$ cat config.mk
export PLATFORM = sky130hd
export DESIGN_NAME = div_restoring_param
export DESIGN_NICKNAME = d
export VERILOG_FILES = /design/src/rtl/div_restoring_param.sv
export SDC_FILE = /design/constraint.sdc
export NUM_CORES = 1
export LEC_CHECK = 0
export ABC_AREA = 1
export CAP_MARGIN = 25
export CORE_MARGIN = 3
export CORE_UTILIZATION = 60
export DETAILED_ROUTE_END_ITERATION = 7
export PLACE_DENSITY = 0.9
export REMOVE_ABC_BUFFERS = 1
export SLEW_MARGIN = 20
export SYNTH_ARGS = -nofsm -noshare
export SYNTH_HDL_FRONTEND = slang
export SYNTH_SLANG_ARGS = --single-unit
$ cat constraint.sdc
create_clock -name clk -period 4 [get_ports clk]
set_input_delay 0.4 -clock clk [delete_from_list [all_inputs] [get_ports clk]]
set_output_delay 0.4 -clock clk [all_outputs]
set_load 0.03 [all_outputs]
$ cat src/rtl/div_restoring_param.sv
// -----------------------------------------------------------------------------
// div_restoring_param
//
// Shared multi-cycle restoring divider with a start/busy/done handshake.
// Operand width is set by WIDTH. Each operation can be signed (two's
// complement) or unsigned. Signed division truncates toward zero, so the
// remainder takes the sign of the dividend. One quotient bit is produced per
// clock, and a single fix-up cycle applies the signs and detects exceptions.
//
// Ports:
//   clk          clock; all state updates on the rising edge
//   rst          asynchronous, active-high reset
//   start        operation request; only looked at while busy=0
//   signed_mode  1 = two's-complement operands, 0 = unsigned
//   dividend     dividend, captured when start is accepted
//   divisor      divisor, captured when start is accepted
//   busy         high while an operation is in progress
//   done         one-cycle pulse; results and flags are valid
//   quotient     quotient, held until the next result is written
//   remainder    remainder, held until the next result is written
//   div_by_zero  divisor was zero (quotient all ones, remainder = dividend)
//   overflow     signed most-negative / -1 (quotient wraps to most-negative)
//
// Latency: WIDTH+2 cycles from the cycle start is presented to the done
// cycle, or 2 cycles for a zero divisor. A start presented while done is
// high is accepted, so operations can run back-to-back.
// -----------------------------------------------------------------------------
module div_restoring_param #(
  parameter int WIDTH = 8,
  parameter int CNT_W = $clog2(WIDTH + 1)
) (
  input  logic             clk,
  input  logic             rst,
  input  logic             start,
  input  logic             signed_mode,
  input  logic [WIDTH-1:0] dividend,
  input  logic [WIDTH-1:0] divisor,
  output logic             busy,
  output logic             done,
  output logic [WIDTH-1:0] quotient,
  output logic [WIDTH-1:0] remainder,
  output logic             div_by_zero,
  output logic             overflow
);

  typedef enum logic [1:0] {
    IDLE  = 2'd0,
    ITER  = 2'd1,
    FIXUP = 2'd2
  } state_t;

  localparam logic [WIDTH-1:0] MOST_NEG = {1'b1, {(WIDTH-1){1'b0}}};
  localparam logic [CNT_W-1:0] CNT_INIT = CNT_W'(WIDTH);
  localparam logic [CNT_W-1:0] CNT_ONE  = CNT_W'(1);

  // Absolute value of an operand. The most-negative value negates to itself,
  // and that bit pattern read as unsigned is exactly 2^(WIDTH-1).
  function automatic logic [WIDTH-1:0] magnitude(input logic signed [WIDTH-1:0] val,
                                                 input logic                     is_signed);
    magnitude = (is_signed && val[WIDTH-1]) ? -val : val;
  endfunction

  // Re-apply a sign to an unsigned magnitude (two's-complement negate).
  function automatic logic [WIDTH-1:0] apply_sign(input logic [WIDTH-1:0] mag,
                                                  input logic             neg);
    apply_sign = neg ? -mag : mag;
  endfunction

  // Architectural state
  state_t                    state, state_n;
  logic [CNT_W-1:0]          cnt, cnt_n;
  // The partial remainder A is always below M between iterations, so it is
  // held in WIDTH bits. Only the shifted value and the trial subtraction need
  // the extra bit.
  logic [WIDTH-1:0]          a, a_n;
  logic [WIDTH-1:0]          q, q_n;
  logic [WIDTH-1:0]          m, m_n;
  logic                      sign_q, sign_q_n;
  logic                      sign_r, sign_r_n;
  logic                      mode_r, mode_n;
  logic signed [WIDTH-1:0]   dvd_r, dvd_n;
  logic signed [WIDTH-1:0]   dvs_r, dvs_n;
  logic                      busy_n, done_n, dbz_n, ovf_n;
  logic [WIDTH-1:0]          quot_n, rem_n;

  // Iteration datapath
  logic [WIDTH:0]            a_sh;
  logic [WIDTH:0]            trial;

  always_comb begin
    state_n  = state;
    cnt_n    = cnt;
    a_n      = a;
    q_n      = q;
    m_n      = m;
    sign_q_n = sign_q;
    sign_r_n = sign_r;
    mode_n   = mode_r;
    dvd_n    = dvd_r;
    dvs_n    = dvs_r;
    busy_n   = busy;
    done_n   = 1'b0;
    quot_n   = quotient;
    rem_n    = remainder;
    dbz_n    = div_by_zero;
    ovf_n    = overflow;

    // {A,Q} shifted left by one; the top bit of Q moves into A.
    a_sh  = {a, q[WIDTH-1]};
    trial = a_sh - {1'b0, m};

    unique case (state)
      // ---- IDLE: accept and capture an operation ----
      IDLE: begin
        if (start) begin
          dvd_n    = dividend;
          dvs_n    = divisor;
          mode_n   = signed_mode;
          sign_q_n = signed_mode & (dividend[WIDTH-1] ^ divisor[WIDTH-1]);
          sign_r_n = signed_mode & dividend[WIDTH-1];
          a_n      = '0;
          q_n      = magnitude(dividend, signed_mode);
          m_n      = magnitude(divisor, signed_mode);
          cnt_n    = CNT_INIT;
          dbz_n    = 1'b0;
          ovf_n    = 1'b0;
          busy_n   = 1'b1;
          // A zero divisor needs no iterations; its result is fixed.
          state_n  = (divisor == '0) ? FIXUP : ITER;
        end
      end

      // ---- ITER: one restoring step per cycle ----
      ITER: begin
        if (trial[WIDTH]) begin
          // Trial went negative: keep the shifted remainder, quotient bit 0.
          a_n = a_sh[WIDTH-1:0];
          q_n = {q[WIDTH-2:0], 1'b0};
        end else begin
          a_n = trial[WIDTH-1:0];
          q_n = {q[WIDTH-2:0], 1'b1};
        end
        cnt_n = cnt - CNT_ONE;
        if (cnt == CNT_ONE) begin
          state_n = FIXUP;
        end
      end

      // ---- FIXUP: sign correction, exceptions, result hand-off ----
      FIXUP: begin
        if (dvs_r == '0) begin
          quot_n = '1;
          rem_n  = dvd_r;
          dbz_n  = 1'b1;
        end else begin
          quot_n = apply_sign(q, sign_q);
          rem_n  = apply_sign(a, sign_r);
        end
        // The wrapped quotient (most-negative) and zero remainder already
        // come out of the normal path; only the flag is raised here.
        ovf_n   = mode_r & (dvd_r == MOST_NEG) & (dvs_r == '1);
        done_n  = 1'b1;
        busy_n  = 1'b0;
        state_n = IDLE;
      end

      default: begin
        state_n = IDLE;
        busy_n  = 1'b0;
      end
    endcase
  end

  always_ff @(posedge clk or posedge rst) begin
    if (rst) begin
      state       <= IDLE;
      cnt         <= '0;
      a           <= '0;
      q           <= '0;
      m           <= '0;
      sign_q      <= 1'b0;
      sign_r      <= 1'b0;
      mode_r      <= 1'b0;
      dvd_r       <= '0;
      dvs_r       <= '0;
      busy        <= 1'b0;
      done        <= 1'b0;
      quotient    <= '0;
      remainder   <= '0;
      div_by_zero <= 1'b0;
      overflow    <= 1'b0;
    end else begin
      state       <= state_n;
      cnt         <= cnt_n;
      a           <= a_n;
      q           <= q_n;
      m           <= m_n;
      sign_q      <= sign_q_n;
      sign_r      <= sign_r_n;
      mode_r      <= mode_n;
      dvd_r       <= dvd_n;
      dvs_r       <= dvs_n;
      busy        <= busy_n;
      done        <= done_n;
      quotient    <= quot_n;
      remainder   <= rem_n;
      div_by_zero <= dbz_n;
      overflow    <= ovf_n;
    end
  end

endmodule

Word level (Yosys, flattened, before mapping)
Index checks and enable logic that the tools add are counted.

Add/subtract/negate cells: 6. $mul: 0. Divide/modulo/power cells: 0. $lt $le $gt $ge: 0. Equality and inequality tests: 8. Shifts and indexed selects: 0. Multiplexer cells: 25. Bitwise operators: 6. Reduce and logical (&&, ||, !) cells: 13.

Operator list (count): 8-bit 2-to-1 mux (9); 8-bit negation (4); 8-bit case mux with 2 select lines (2); 8-bit equality test, second input constant (2); 8-bit zero test (2); 2-bit AND reduction (5); 9-bit by 8-bit subtractor with 9-bit output (1); 4-bit case mux with 2 select lines (1); 2-bit 2-to-1 mux (3); 2-bit != test, second input constant (3); 1-bit case mux with 2 select lines (3); 1-bit 2-to-1 mux (5); 1-bit bitwise AND (4); 4-bit by 1-bit equality test with 1-bit output, second input constant (1); 4-bit 2-to-1 mux (1); 2-bit case mux with 2 select lines (1); 2-bit nonzero test (2); 4-bit by 1-bit subtractor with 4-bit output, second input constant (1); 3-bit AND reduction (1); 2-bit by 1-bit equality test with 1-bit output, second input constant (1); 2-bit equality test, second input constant (1); 1-bit logical AND (2); 2-bit zero test (1); 1-bit inverter (1); 1-bit XOR (1).

Flip-flop bits (word level): 69. Bits in latches: 0. Memory bits (writable): 0. ROM bits: 0. Bits of input ports: 20. Word-level logic and storage cells: 74. Memories: 0.

Depth between registers and ports, before layout
Word-level depth: 4. Mapped depth: 13.

Worst setup path before layout
OpenSTA, ideal clock, no wires.

Path kind: register -> register. Start point: register q[7]. End point: register a[7]. Setup time: 0.117 ns. Arrival: 1.698 ns. Required time: 3.883 ns. Setup slack: 2.185 ns. Stages on the path, launching flop included: 13. Cells stage by stage: dfrtp_1 > inv_1 > ha_1 > inv_1 > fa_1 > nand2_1 > nand2_2 > nand3_4 > nand3_4 > nand2_4 > nand2_1 > nand3_1 > nand2_1.

Longest elaborated chain between the ends: 3.

RTL lines: start: declaration (RTL line 76) `logic [WIDTH-1:0] q, q_n;`; start signal: assignment (RTL line 196) `q <= q_n;`; 9-bit by 8-bit subtractor with 9-bit output (RTL line 110) `trial = a_sh - {1'b0, m};`; 8-bit 2-to-1 mux (RTL line 135) `if (trial[WIDTH]) begin`; 8-bit case mux with 2 select lines (RTL line 112) `unique case (state)`; end signal: assignment (RTL line 195) `a <= a_n;`; end: declaration (RTL line 75) `logic [WIDTH-1:0] a, a_n;`.

No other way between the ends. A chain may end at the register's enable or synchronous reset.

Worst setup path in the final report
Start point: register q[7]. End point: register a[1].

Same word-level chain as after synthesis.

==> impl_results.md <==
* Status: completed
* Peak VDD IR at 0.000506 V
* Most frequent CP cell: nand2_1
* Critical Path Max Stage Delay at 0.41 ns
* Port bufs at 39
* Most frequent cells in the layout: nand2_1 (125), inv_1 (73), dfrtp_1 (68)
* First-pass GRT wire length at 16,000 µm
* Mapped Area at approximately 4000 µm²
* Critical path depth at 12
* Pin count of the biggest net entering global routing at 44
* CTS tree: yes
* Initial antenna violation count at 0
* Register bit count reported by yosys at 68
* Worst path bufs/invs at 2
* Vias in the first global route at 3,463
* Initial DRC count at 381
* Setup ws final at 1.96 ns
* Num ports at 40
* Clock latency on the worst-skew pair at 0.35 ns
* Worst relative slew slack at 0.555
* Fin crit period at 2.04 ns
* H-tree depth at 3
* CP delay by family, top: simple AND/OR/NAND/NOR gates
* Grt total ovfl at 0
* Hold_buf cts at 0
* Yosys cell types at 40
* TritonRoute pass-1 iters at 5
* Max Slew Vio Count at 0
* Clock Skew at 0.0105 ns
* DIE AREA at 7620 µm²
* Wire per inst at ~16 µm
* Area Growth Syn to Fin at 14.9%
* Worst R2R Path Depth at 12
* Setup Total Neg Slack at 0 ns
* Total Power at 4.19 mW
* Commonest non-fill, non-tap cell in the layout: nand2_1
* Via density at 5.86
* Std-Cell Core Area at roughly 6200 µm²
* CP Capture Type: register
* # diodes at 0
* Die X at 87.3 µm
* Row cnt at 28
* GP Congestion at 0.955
* # setup viols final at 0
* Die H at a little under 90 µm
* Clock sink count at 68
* Tcrit/Tclk final at 0.511
* Worst endpoint required time at between 4 and 5 ns
* Fin area at 4560 µm²
* Remaining antenna violation count after routing at 0
* Final nets at 579
* CP max FO at 9
* Clk root buf: clkbuf_8
* Pre-CTS WS at 1.90 ns
* Starting Density at 0.643
* Worst-path clk slew at 0.07 ns
* Pwr Density at 919 nW/µm²
* DRC at 0
* Detail Placement HPWL at 7130 µm
* Yosys warns at 0
* Synth Instances at 505
* Peak Freq at 0.489 GHz
* Vias post-DR at around 3,600
* # Post-CTS Setup Buffers at 0
* Area after DPL at 4380 µm²
* RSZ-0062 raised after global routing: no
* CTS Buf Count at 9
* Worst Path Arrival at 2.29 ns
* Hold Worst Slack at 0.419 ns
* Post-Syn Area per Cell at around 8 µm²
* Worst slew pin tran at roughly 0.67 ns
* Routed wire length at approximately 9700 µm
* Hold Crit Class: in -> async
* Startpoint Class: register
* Critical path class: reg -> reg
* GRT Overall Usage at 0.270
* Slowest cell on crit path: fa_1
* Resized cells post-CTS at 0
* Clock Tree Buf Depth at 2
* Layout cells sized above 1 at 0.0659
* Seq/Total Area, Yosys at 0.429
* Lkg Pwr at 2.22 nW
* Max-Cap Viols at 0
* Critical Path, Cell by Cell: inv_1 > ha_1 > inv_1 > fa_1 > nand2_1 > nand2_2 > nand3_4 > nand3_4 > nand2_4 > nand2_1 > nand3_1 > nand2_1
* Final hold viol count at 0
[cell type report]
cell class / instances / area (µm²)
clock buffers: 10 / 138
inverters: 78 / 293
flip-flops and latches: 68 / 1700
fillers: 446 / 1610
repair buffers: 41 / 405
multi-input cells: 346 / 1890
well taps: 75 / 93.8
clock inverters: 3 / 40.0
[Yosys cell counts]
cell	number	area [µm²]
nor2_1	34	128
inv_2	4	15.0
buf_2	8	40.0
ha_1	14	175
xor2_1	6	52.6
xnor2_1	2	17.5
and2_1	1	6.26
nand3_4	2	35.0
o22ai_1	5	31.3
a21oi_1	17	85.1
nand2_2	2	12.5
inv_1	74	278
fa_1	1	20.0
dfrtp_1	68	1700
nand4_1	6	37.5
nand2_4	3	33.8
nor2_4	1	11.3
o221ai_1	6	52.6
nor4_1	2	12.5
o21bai_1	2	15.0
nor3b_1	1	7.51
a22oi_1	4	30.0
nand3_1	49	245
nor3_1	3	15.0
or2_4	1	8.76
o31ai_1	1	7.51
o21a_1	2	15.0
a21oi_4	1	16.3
o211ai_1	8	60.1
nor2_8	1	20.0
o21ai_1	2	10.0
nand2_1	125	469
a22oi_2	1	12.5
clkbuf_1	1	3.75
nand3b_1	8	60.1
buf_4	1	7.51
o21ai_0	29	145
a31oi_1	2	12.5
nor2_2	4	25.0
buf_6	3	33.8
[kinds of logic (layout without fill, tap and decap cells)]
family / after synthesis / after routing / share of synthesized area
and+or+nand+nor: 243 / 243 / 0.284
AOI/OAI and AO/OA: 80 / 80 / 0.124
xor gates and xnor gates: 8 / 8 / 0.0177
adders and majority gates: 15 / 15 / 0.0492
buffers and inverters: 91 / 132 / 0.0953
DFF: 68 / 68 / 0.429
[stage by stage]
step	std cells	util
2_1_floorplan	492	-
3_3_place_gp	608	0.710
3_5_place_dp	608	0.710
4_1_cts	621	0.739
5_1_grt	621	0.739
6_report	621	0.739
[metal layers]
| layer | global-route usage | wire [µm] |
|---|---|---|
| met1 | 0.351 | 3960 |
| met2 | 0.422 | 4560 |
| met3 | 0.0634 | 814 |
| met4 | 0.135 | 374 |
| met5 | 0 | 0 |
[registers in the layout (all words and copies together), names as in the netlist]
register	count
div_by_zero	1
done	1
dvs_r	7
state	2
m	8
overflow	1
quotient	8
sign_q	1
sign_r	1
cnt	4
a	8
busy	1
dvd_r	8
q	8
mode_r	1
remainder	8
[path summary, 6_finish.rpt]
path | slack (ns) | startpoint | end
worst max register to register | 1.96 | q[7] | a[1]
worst min-delay path | 0.42 | rst | busy
worst min register to register | 0.50 | div_by_zero | div_by_zero
worst max-delay path | 1.96 | q[7] | a[1]
min in group clk | 0.50 | div_by_zero | div_by_zero
max in group asynchronous | 2.63 | rst | dvd_r[1]
[worst register-to-register path, stage by stage (launching register included)]
cell,delay [ns]
dfrtp_1,0.39
inv_1,0.13
ha_1,0.17
inv_1,0.07
fa_1,0.41
nand2_1,0.09
nand2_2,0.09
nand3_4,0.12
nand3_4,0.14
nand2_4,0.14
nand2_1,0.07
nand3_1,0.07
nand2_1,0.05
[report_power, final]
group	internal, mW	switching [mW]	leakage, nW	total, mW
clock	0.292	0.246	0.0939	0.538
combinational	0.875	1.51	1.30	2.39
sequential	1.02	0.248	0.835	1.26
total	2.18	2.01	2.22	4.19
No activity file was read; power rests on OpenSTA's default activity.
